## src/rtl/interp_10x.sv

```systemverilog
// interp_10x: fixed 10x linear interpolator stage.
// A clk_en strobe captures a sample pair (x0 older, x1 newer). Each following
// clk_en_10x step then writes one more of the ten evenly spaced points
// y_k = x0 + floor((k*delta + r) / 10), with delta = x1 - x0.
// Optional build macro INTERP_ROUND_EN: when defined r = 5 (round half up),
// otherwise r = 0 (pure floor). Timing and handshake are the same in both builds.
module interp_10x #(
  parameter int WIDTH = 8
) (
  input  logic             clk,
  input  logic             reset,
  input  logic             clk_en,
  input  logic             clk_en_10x,
  input  logic [WIDTH-1:0] sample_x0,
  input  logic [WIDTH-1:0] sample_x1,
  output logic             end_stage,
  output logic [WIDTH-1:0] sample_y0,
  output logic [WIDTH-1:0] sample_y1,
  output logic [WIDTH-1:0] sample_y2,
  output logic [WIDTH-1:0] sample_y3,
  output logic [WIDTH-1:0] sample_y4,
  output logic [WIDTH-1:0] sample_y5,
  output logic [WIDTH-1:0] sample_y6,
  output logic [WIDTH-1:0] sample_y7,
  output logic [WIDTH-1:0] sample_y8,
  output logic [WIDTH-1:0] sample_y9
);

  // Datapath width: |k*delta| < 10*2^WIDTH, and after biasing the numerator
  // stays below 20*2^WIDTH, so WIDTH+6 bits hold everything as a positive value.
  localparam int PW = WIDTH + 6;

  // Adding 10*2^WIDTH makes the numerator non-negative, so a plain unsigned
  // divide by 10 gives the mathematical floor; the quotient then carries an
  // extra 2^WIDTH which is removed again when adding x0.
  localparam logic [PW-1:0] OFFSET = PW'(10) << WIDTH;
  localparam logic [PW-1:0] QBIAS  = PW'(1) << WIDTH;
`ifdef INTERP_ROUND_EN
  localparam logic [PW-1:0] ROUND  = PW'(5);
`else
  localparam logic [PW-1:0] ROUND  = PW'(0);
`endif

  // x1 is not kept separately: together with x0 it is fully described by delta.
  logic [WIDTH-1:0]        x0_q, x0_d;
  logic signed [WIDTH:0]   delta_q, delta_d;
  logic [3:0]              cnt_q, cnt_d;
  logic                    busy_q, busy_d;
  logic                    end_q, end_d;
  logic [WIDTH-1:0]        y_q [10];
  logic [WIDTH-1:0]        y_d [10];

  logic signed [PW-1:0]    kExt;
  logic signed [PW-1:0]    deltaExt;
  logic signed [PW-1:0]    prod;
  logic [PW-1:0]           biased;
  logic [PW-1:0]           quot;
  logic [WIDTH-1:0]        yStep;

  assign kExt     = {{(PW-4){1'b0}}, cnt_q};
  assign deltaExt = {{(PW-WIDTH-1){delta_q[WIDTH]}}, delta_q};

  // Point for the current step: exact floor division of the biased numerator.
  always_comb begin
    prod   = kExt * deltaExt;
    biased = $unsigned(prod) + ROUND + OFFSET;
    quot   = biased / PW'(10);
    yStep  = WIDTH'({{(PW-WIDTH){1'b0}}, x0_q} + quot - QBIAS);
  end

  // Block control: clk_en (re)starts a block and wins over a coincident step;
  // steps while busy fill y1..y9, and the y9 step raises end_stage for one cycle.
  always_comb begin
    x0_d    = x0_q;
    delta_d = delta_q;
    cnt_d   = cnt_q;
    busy_d  = busy_q;
    end_d   = 1'b0;
    y_d     = y_q;
    if (clk_en) begin
      x0_d    = sample_x0;
      delta_d = $signed({1'b0, sample_x1}) - $signed({1'b0, sample_x0});
      y_d[0]  = sample_x0;
      cnt_d   = 4'd1;
      busy_d  = 1'b1;
    end else if (clk_en_10x && busy_q) begin
      for (int i = 1; i < 10; i++) begin
        if (cnt_q == 4'(i)) begin
          y_d[i] = yStep;
        end
      end
      if (cnt_q == 4'd9) begin
        busy_d = 1'b0;
        cnt_d  = 4'd0;
        end_d  = 1'b1;
      end else begin
        cnt_d = cnt_q + 4'd1;
      end
    end
  end

  // State registers with synchronous active-low reset.
  always_ff @(posedge clk) begin
    if (!reset) begin
      x0_q    <= '0;
      delta_q <= '0;
      cnt_q   <= '0;
      busy_q  <= 1'b0;
      end_q   <= 1'b0;
      for (int i = 0; i < 10; i++) begin
        y_q[i] <= '0;
      end
    end else begin
      x0_q    <= x0_d;
      delta_q <= delta_d;
      cnt_q   <= cnt_d;
      busy_q  <= busy_d;
      end_q   <= end_d;
      y_q     <= y_d;
    end
  end

  assign end_stage = end_q;
  assign sample_y0 = y_q[0];
  assign sample_y1 = y_q[1];
  assign sample_y2 = y_q[2];
  assign sample_y3 = y_q[3];
  assign sample_y4 = y_q[4];
  assign sample_y5 = y_q[5];
  assign sample_y6 = y_q[6];
  assign sample_y7 = y_q[7];
  assign sample_y8 = y_q[8];
  assign sample_y9 = y_q[9];

endmodule

```

## config.mk

```make
export PLATFORM = sky130hd
export DESIGN_NAME = interp_10x
export DESIGN_NICKNAME = d
export VERILOG_FILES = /design/src/rtl/interp_10x.sv
export SDC_FILE = /design/constraint.sdc
export NUM_CORES = 1
export LEC_CHECK = 0
export ABC_CLOCK_PERIOD_IN_PS = 11850
export BUFFER_PORTS_ARGS = -buffer_cell sky130_fd_sc_hd__buf_2
export CAP_MARGIN = 0
export CORE_MARGIN = 1.5
export CORE_UTILIZATION = 50
export CTS_CLUSTER_DIAMETER = 120
export DETAILED_ROUTE_END_ITERATION = 6
export PLACE_DENSITY_LB_ADDON = 0.25
export SLEW_MARGIN = 20
export SYNTH_ARGS = -nofsm -noshare
export SYNTH_HDL_FRONTEND = slang
export SYNTH_SLANG_ARGS = --single-unit
```

## constraint.sdc

```tcl
create_clock -name clk -period 11.85 [get_ports clk]
set_clock_uncertainty 0.15 [all_clocks]
set_input_delay 2.37 -clock clk [delete_from_list [all_inputs] [get_ports clk]]
set_output_delay 2.37 -clock clk [all_outputs]
set_load 0.005 [all_outputs]
```

==> reports/qor_table.md, run 1 <==
| Result | This run | Unit |
|---|---|---|
| Effective utilization at floorplan | 51.54 | % |
| Clock root buffer master | clkbuf_16 | - |
| FFs w/ async S/R, synth | 0 | % |
| Cell Pwr Density | 124.4 | nW/µm² |
| Area growth from synthesis to layout | 12.63 | % |
| Highest Clock Rate | 0.09982 | GHz |
| Wirelength per Cell | 15.42 | µm |
| #FFs+latches synth | 95 | - |
| Core utilization of the finished layout | 58.06 | % |
| Count of vias placed by the detailed router | 5655 | - |
| Critical path class | flip-flop to flip-flop | - |
| CP startpoint kind | flip-flop | - |
| Mapped cell area | 6853 | µm² |
| Critical path buffers and inverters | 2 | - |
| Depth of the worst register-to-register path | 34 | - |
| Post-synth EDFFs | 0 | - |
| Final net count | 939 | - |
| Clock tree from TritonCTS | built | - |
| Final period utilization | 84.54 | % |
| Post-CTS Hold Buffers | 0 | - |
| Routed wire length | 15930 | µm |
| Aggregate global-route resource usage | 22.66 | % |
| Count of input and output buffers | 100 | - |
| Yosys cell types | 68 | - |
| Yosys synthesis warning count | 0 | - |
| Core area | 13300 | µm² |
| Post-synthesis net count | 864 | - |
| Category of cells accounting for the largest share of critical-path delay | compound AO/OA/AOI/OAI gates | - |
| Final RePlAce weighted congestion | 0.8510 | - |
| Number of maximum-capacitance constraint violations | 0 | - |
| Setup repair after global routing missed its margin | no | - |
| Fraction of final layout cells sized beyond drive strength 1 | 16.22 | % |
| Synth area leaders | dfxtp_1 28%, mux2i_1 11%, ha_1 8.0% | - |
| First-pass iteration count of the detailed router | 5 | - |
| CP max stage delay | 710 | ps |
| Sequential area share after synthesis | 27.75 | % |
| First-pass GRT wire length | 26850 | µm |
| Min cycle time layout | 10020 | ps |
| Number of top-level pins | 101 | - |
| Top fanout value on the critical path | 21 | - |
| Post-synthesis instance total | 777 | - |
| Buffers inserted by post-CTS timing repair | 0 | - |
| H-Tree Level Count | 3 | - |
| Static Leakage | 3.763 | nW |
| Number of sinks on the clock net | 95 | - |
| Most numerous cell on the critical path | a21oi_1 | - |
| Fin. Hold Viols | 0 | - |
| Die extent in x | 120.1 | µm |
| Antenna violations before repair | 0 | - |
| Die height | 120.1 | µm |
| Pin count of the biggest net entering global routing | 94 | - |
| Avg Cell Area, Syn | 8.820 | µm² |
| Data required time of the worst path | 11970 | ps |
| CP max-delay cell | dfxtp_1 | - |
| CP Launch Point | cnt_q[1]$_SDFFE_PP0P_ | - |
| Main synth FF type | dfxtp_1 | - |
| Number of endpoints failing setup at the final stage | 0 | - |
| Insertion delay to the later sink of the worst-skew pair | 340 | ps |
| Worst r2r dst | sample_y5[7]$_SDFFE_PN0P_ | - |
| Total clock buffers created by CTS | 9 | - |
| Die footprint | 14420 | µm² |
| DRC violation count after routing | 0 | - |
| Number of max-slew violations in the final report | 0 | - |
| Transition at the pin with the smallest max-transition slack | 1117 | ps |
| Ant. Diodes | 0 | - |
| Floorplan row count | 42 | - |
| Cell accounting for the most synthesized area | dfxtp_1 | - |
| Final global-route overflow total | 0 | - |
| Routed vias/inst | 5.474 | - |
| Min-Delay Path Class | flip-flop to flip-flop | - |
| Post-cts sizing count | 0 | - |
| Clock slew seen by the registers of the worst setup and hold paths | 70 | ps |
| Kind of end point of the critical path | flip-flop | - |
| Worst Setup EP | sample_y5[7]$_SDFFE_PN0P_ | - |
| Worst slew slack as a fraction of its limit | 25.00 | % |
| Data arrival time of the worst path | 10140 | ps |
| IR Drop Worst-Case VDD | 0.1172 | mV |
| Reg-to-reg critical path startpoint | cnt_q[1]$_SDFFE_PP0P_ | - |
| Worst reg2reg setup slack | 1830 | ps |
| Antenna viol nets, final | 0 | - |
| HPWL after detailed placement | 11930 | µm |
| Share of the synthesized area in the top cell type | 27.75 | % |
| Outcome | finished, final reports clean | - |
| DRT iter0 DRCs | 435 | - |
| Aggregate negative setup slack | 0 | ps |
| Via count of the first global-routing pass | 5568 | - |
| Critical path depth in cells | 34 | - |
| Hold slack final | 321.6 | ps |
| Number of buffers between clock root and the deepest sink | 2 | - |
## worst reg2reg max path: cells and delay by family (launching register included)
kind / cells / cell delay [ps]
AOI/OAI and AO/OA: 18 / 4860
adders and majority gates: 5 / 1890
and+or+nand+nor: 6 / 1280
xor gates and xnor gates: 2 / 800
DFF: 1 / 710
muxes: 1 / 180
buffers and inverters: 2 / 90
## layout make-up
class | count | area (µm²)
Clock buffer | 11 | 252.7
Fill cell | 1197 | 5577
Tap cell | 176 | 220.2
Multi-Input combinational cell | 576 | 4528
Clock inverter | 5 | 41.29
Timing Repair Buffer | 103 | 523.0
Inverter | 67 | 251.5
Sequential cell | 95 | 1902
## flip-flops by register name (all words and copies together) (netlist names), 4 cells and up
register,flops
sample_y8,8
sample_y6,8
sample_y2,8
delta_q,9
sample_y7,8
sample_y5,8
sample_y1,8
sample_y4,8
sample_y0,8
sample_y9,8
cnt_q,4
sample_y3,8
## Yosys cell counts (7+ instances only)
cell type,number
a21boi_0,8
a21o_1,15
a21oi_1,26
a31oi_1,8
and2_1,37
clkbuf_1,28
dfxtp_1,95
fa_1,23
ha_1,44
inv_1,66
mux2i_1,76
nand2_1,54
nand2b_1,7
nand3_1,11
nor2_1,30
nor2b_1,77
nor3_1,15
o211a_1,9
o21ai_0,20
xnor2_1,20
xor2_1,10
## report_power, final
| group | leakage [nW] | internal [W] | total, W | switching, W |
|---|---|---|---|---|
| Clock | 0.138 | 0.000155 | 0.000280 | 0.000125 |
| Sequential | 0.769 | 0.000326 | 0.000334 | 0.00000827 |
| Combinational | 2.86 | 0.000119 | 0.000346 | 0.000227 |
| Total | 3.76 | 0.000600 | 0.000960 | 0.000360 |
## per-stage QoR
step                      setup WS (ps)  total power, W  cell area (µm²)  std cells
after global routing               1048        0.001008             7719       1033
after detailed placement           1948       0.0006883             7422       1017
after global placement             2262       0.0006763             7415       1017
final                              1832       0.0009599             7719       1033
after CTS                          1905       0.0009666             7716       1033
after floorplan                    3188       0.0005821             6853        777
## how the worst min path moves through the flow
stage,start,endpoint,cells past startpoint
final,sample_y4[0]$_SDFFE_PN0P_,sample_y4[0]$_SDFFE_PN0P_,2
after global routing,sample_y4[0]$_SDFFE_PN0P_,sample_y4[0]$_SDFFE_PN0P_,2
after CTS,sample_y4[0]$_SDFFE_PN0P_,sample_y4[0]$_SDFFE_PN0P_,2
after global placement,sample_y4[0]$_SDFFE_PN0P_,sample_y4[0]$_SDFFE_PN0P_,2
after floorplan,sample_y4[3]$_SDFFE_PN0P_,sample_y4[3]$_SDFFE_PN0P_,2
after detailed placement,sample_y4[0]$_SDFFE_PN0P_,sample_y4[0]$_SDFFE_PN0P_,2
## cell families (layout without fill, tap and decap cells)
| logic type | count (synthesis) | in the layout | share of synthesized area [%] |
|---|---|---|---|
| xor gates and xnor gates | 32 | 32 | 4.309 |
| AOI/OAI and AO/OA | 140 | 140 | 14.99 |
| buffers and inverters | 106 | 186 | 6.317 |
| DFF | 95 | 95 | 27.75 |
| muxes | 79 | 79 | 11.59 |
| and+or+nand+nor | 258 | 258 | 20.28 |
| adders and majority gates | 67 | 67 | 14.75 |
## routing by layer
metal	wire [µm]	track usage (%)	part of all wire, %	vias to the layer above
li1	-	-	-	2805
met1	7291	29.45	46	2686
met2	7574	38.21	48	149
met3	868	4.990	5.5	15
met4	191	5.580	1.2	0
met5	0	0	0	-
## cells in the final DEF, fill, tap and decap left out, types with 3 or more instances in the layout
cell type	netlist	final
nand3_1	11	11
ha_1	44	44
nand2_1	54	54
nor3_1	15	15
o21a_1	3	3
o21bai_1	4	4
o21ai_0	20	20
nor2b_1	77	77
a21o_1	15	15
a21oi_1	26	26
nor4_1	6	6
inv_1	66	66
a211oi_1	6	6
o211a_1	9	9
a31oi_1	8	8
a21boi_0	8	8
xor2_1	10	10
nand2b_1	7	7
and2_1	37	37
nor3b_1	3	3
buf_4	0	3
and3_1	3	3
buf_2	1	100
nor2_1	30	29
clkbuf_16	0	9
mux2i_1	76	76
xnor2_1	20	19
mux2_2	3	3
o31ai_1	3	3
o21ai_1	3	3
or3_1	6	6
dfxtp_1	95	95
a221oi_1	3	3
fa_1	23	23
o211ai_1	4	4
(Power assumes the default switching activity.)
==> run 2: changes to the inputs <==
--- a/config.mk
+++ b/config.mk
@@ -5,7 +5,8 @@
 export SDC_FILE = /design/constraint.sdc
 export NUM_CORES = 1
 export LEC_CHECK = 0
-export ABC_CLOCK_PERIOD_IN_PS = 11850
+export ABC_AREA = 1
+export ABC_CLOCK_PERIOD_IN_PS = 9200
 export BUFFER_PORTS_ARGS = -buffer_cell sky130_fd_sc_hd__buf_2
 export CAP_MARGIN = 0
 export CORE_MARGIN = 1.5
==> constraint.sdc (replaced) <==
create_clock -name clk -period 9.2 [get_ports clk]
set_clock_uncertainty 0.15 [all_clocks]
set_input_delay 1.84 -clock clk [delete_from_list [all_inputs] [get_ports clk]]
set_output_delay 1.84 -clock clk [all_outputs]
set_load 0.005 [all_outputs]
==> reports/qor_table.md, run 2 <==
| Result | This run | Unit | Change |
|---|---|---|---|
| IR Drop Worst-Case VDD | 0.2332 | mV | was 0.1172 mV |
| Floorplan row count | 41 | - | was 42 |
| Final RePlAce weighted congestion | 0.9067 | - | was 0.8510 |
| Data required time of the worst path | 9340 | ps | was 11970 ps |
| Antenna violations before repair | 0 | - | unchanged |
| Multi-input gate area | 3819 | µm² | was 4528 µm² |
| DRC violation count after routing | 0 | - | unchanged |
| Final net count | 1106 | - | was 939 |
| Yosys synthesis warning count | 0 | - | unchanged |
| Final period utilization | 93.04 | % | was 84.54% |
| Cell accounting for the most synthesized area | dfxtp_1 | - | unchanged |
| Most used cells in the layout excluding fill and tap cells | 193 x inv_1, 184 x nand2_1, 100 x buf_2, 91 x dfxtp_1, 56 x nor2_1 | - | was 100 x buf_2, 95 x dfxtp_1, 77 x nor2b_1, 76 x mux2i_1, 66 x inv_1 |
| Post-synthesis instance total | 911 | - | was 777 |
| DR WL met3 | 780 | µm | was 868 µm |
| Fraction of power spent switching nets | 53.79 | % | was 37.54% |
| Area taken by flip-flops and latches | 1909 | µm² | was 1902 µm² |
| Clock power frac | 16.8 | % | was 29.2% |
| Core area | 12570 | µm² | was 13300 µm² |
| Most numerous cell on the critical path | nand2_2 | - | was a21oi_1 |
| Min-Delay Path Class | flip-flop to flip-flop | - | unchanged |
| First-pass GRT wire length | 24830 | µm | was 26850 µm |
| Wirelength per Cell | 12.93 | µm | was 15.42 µm |
| Post-synth EDFFs | 0 | - | unchanged |
| Main synth FF type | dfxtp_1 | - | unchanged |
| Flip-flop count of the largest register, all copies and words added | 9 | - | unchanged |
| FFs w/ async S/R, synth | 0 | % | unchanged |
| Share of the synthesized area in the top cell type | 29.65 | % | was 27.75% |
| Number of maximum-capacitance constraint violations | 0 | - | unchanged |
| Number of endpoints failing setup at the final stage | 0 | - | unchanged |
| Die extent in x | 116.3 | µm | was 120.1 µm |
| Ant. Diodes | 0 | - | unchanged |
| Final non-filler cell total | 1196 | - | was 1033 |
| Number of top-level pins | 101 | - | unchanged |
| Clock root buffer master | clkbuf_16 | - | unchanged |
| Avg Cell Area, Syn | 7.040 | µm² | was 8.820 µm² |
| Total clock buffers created by CTS | 9 | - | unchanged |
| Post-synthesis net count | 998 | - | was 864 |
| CP startpoint kind | flip-flop | - | unchanged |
| Comb pwr share | 63.5 | % | was 36.1% |
| Count of input and output buffers | 100 | - | unchanged |
| Yosys cell types | 35 | - | was 68 |
| Die footprint | 13520 | µm² | was 14420 µm² |
| Number of buffers between clock root and the deepest sink | 2 | - | unchanged |
| Register containing the most flip-flops in the final layout | delta_q | - | unchanged |
| Post-CTS Hold Buffers | 0 | - | unchanged |
| Critical path class | flip-flop to flip-flop | - | unchanged |
| Pin count of the biggest net entering global routing | 74 | - | was 94 |
| Most used standard cell by instance count after synthesis | inv_1 | - | was dfxtp_1 |
| Number of max-slew violations in the final report | 0 | - | unchanged |
| Number of cells in the design after placement | 1170 | - | was 1017 |
| Final global-route overflow total | 0 | - | unchanged |
| Die height | 116.3 | µm | was 120.1 µm |
| Area growth from synthesis to layout | 19.96 | % | was 12.63% |
| Sequential fraction of design power | 19.8 | % | was 34.8% |
| Transition at the pin with the smallest max-transition slack | 941.8 | ps | was 1117 ps |
| Routed length on met2 | 7337 | µm | was 7574 µm |
| Worst slew slack as a fraction of its limit | 36.98 | % | was 25.00% |
| Static Leakage | 4.417 | nW | was 3.763 nW |
| CP max stage delay | 520 | ps | was 710 ps |
| #FFs+latches synth | 95 | - | unchanged |
| Mapped cell area | 6414 | µm² | was 6853 µm² |
| Insertion delay to the later sink of the worst-skew pair | 350 | ps | was 340 ps |
| Data arrival time of the worst path | 8700 | ps | was 10140 ps |
| Fraction of final layout cells sized beyond drive strength 1 | 22.07 | % | was 16.22% |
| Max layer used | met4 | - | unchanged |
| Number of sinks on the clock net | 95 | - | unchanged |
| Min cycle time layout | 8560 | ps | was 10020 ps |
| Outcome | finished, final reports clean | - | unchanged |
| Detailed-route wire length on metal 1 | 7155 | µm | was 7291 µm |
| Cell Pwr Density | 280.5 | nW/µm² | was 124.4 nW/µm² |
| Highest Clock Rate | 0.1168 | GHz | was 0.09982 GHz |
| Most common library cell in the layout ignoring fill and taps | inv_1 | - | was buf_2 |
| Synth area leaders | dfxtp_1 30%, inv_1 11%, nand2_1 11% | - | was dfxtp_1 28%, mux2i_1 11%, ha_1 8.0% |
| Clock tree from TritonCTS | built | - | unchanged |
| CP max-delay cell | fa_1 | - | was dfxtp_1 |
| Count of vias placed by the detailed router | 5843 | - | was 5655 |
| Effective utilization at floorplan | 51.03 | % | was 51.54% |
| First-pass iteration count of the detailed router | 5 | - | unchanged |
| Antenna viol nets, final | 0 | - | unchanged |
| Number of fill cells | 1183 | - | was 1197 |
| H-Tree Level Count | 3 | - | unchanged |
| Sequential area share after synthesis | 29.65 | % | was 27.75% |
| HPWL after detailed placement | 11450 | µm | was 11930 µm |
| Fin. Hold Viols | 0 | - | unchanged |
| DRT iter0 DRCs | 408 | - | was 435 |
| Via count of the first global-routing pass | 5240 | - | was 5568 |
| Routed wire length | 15460 | µm | was 15930 µm |
| Ranking of synthesized cells by instance count | 194 x inv_1, 190 x nand2_1, 95 x dfxtp_1 | - | was 95 x dfxtp_1, 77 x nor2b_1, 76 x mux2i_1 |
| Aggregate global-route resource usage | 22.96 | % | was 22.66% |
| Clock slew seen by the registers of the worst setup and hold paths | 70 | ps | about the same |
| Net Sw Power | 0.001161 | W | was 0.0003603 W |
| Routed vias/inst | 4.885 | - | was 5.474 |
| Core utilization of the finished layout | 61.21 | % | was 58.06% |
| Kind of end point of the critical path | flip-flop | - | unchanged |
| Top fanout value on the critical path | 8 | - | was 21 |
| Internal power contribution | 0.0009973 | W | was 0.0005996 W |
[run 2: worst max-delay path: cells and delay by family (launching register included)]
kind            cells  cell delay [ps]
compound gates      5              720
fa+ha+maj           5             1870
simple gates       46             4150
buf+inv            10              800
flops               1              360
xor+xnor            2              380
[run 2: path summary, 6_finish.rpt]
kind / slack, ps / to / start / depth (start not counted)
max: 640 / sample_y5[7]$_SDFFE_PN0P_ / cnt_q[2]$_SDFFE_PP0P_ / 68
min: 330 / sample_y0[0]$_SDFFE_PN0P_ / sample_y0[0]$_SDFFE_PN0P_ / 2
max reg2reg: 640 / sample_y5[7]$_SDFFE_PN0P_ / cnt_q[2]$_SDFFE_PP0P_ / 68
min reg2reg: 330 / sample_y0[0]$_SDFFE_PN0P_ / sample_y0[0]$_SDFFE_PN0P_ / 2
[run 2: layer usage]
| metal | vias to the layer above | track usage [%] |
|---|---|---|
| met3 | 14 | 4.982 |
| met5 | - | 0 |
| met4 | 0 | 5.203 |
| met1 | 2641 | 31.06 |
| met2 | 118 | 37.76 |
| li1 | 3070 | - |
[run 2: power by group through the flow]
stage / Combinational, W / Sequential [W] / Clock [W]
after floorplan: 0.000902 / 0.000434 / 0
after global placement: 0.00125 / 0.000436 / 0
after detailed placement: 0.00127 / 0.000437 / 0
after CTS: 0.00128 / 0.000427 / 0.000367
after global routing: 0.00152 / 0.000428 / 0.000382
final: 0.00137 / 0.000427 / 0.000362
[run 2: logic make-up (layout without fill, tap and decap cells)]
kind of cell / count (synthesis) / in the layout / share of synthesized area [%]
AOI/OAI and AO/OA: 146 / 146 / 13.89
xor gates and xnor gates: 15 / 15 / 2.166
adders and majority gates: 67 / 67 / 15.76
buffers and inverters: 235 / 348 / 13.75
DFF: 95 / 95 / 29.65
and+or+nand+nor: 353 / 353 / 24.78
[run 2: area by class of cell]
type / count / share of cell area, %
Inverter: 212 / 10.38
Multi-Input combinational cell: 581 / 49.63
Timing Repair inverter: 1 / 0.09758
Sequential cell: 95 / 24.82
Timing Repair Buffer: 119 / 8.554
Clock inverter: 7 / 0.7969
Tap cell: 172 / 2.797
Clock buffer: 9 / 2.927
[run 2: stage by stage]
| step | hold slack [ps] | setup slack [ps] | power, W | instance area, µm² | setup TNS, ps |
|---|---|---|---|---|---|
| 6_report | 327.3 | 640.2 | 0.002158 | 7694 | 0 |
| 2_1_floorplan | 310.4 | 1075 | 0.001337 | 6414 | 0 |
| 4_1_cts | 329.5 | 250.6 | 0.002072 | 7405 | 0 |
| 5_1_grt | 349.9 | -139.7 | 0.002330 | 7694 | -867.4 |
| 3_3_place_gp | 310.9 | 374.6 | 0.001689 | 7118 | 0 |
| 3_5_place_dp | 318.8 | 300.0 | 0.001709 | 7118 | 0 |
[run 2: timing repair]
action,in CTS,in global routing
endpoints found under the hold margin,0,0
resized for setup,0,54
buffers inserted,0,9
setup endpoints to repair,0,36
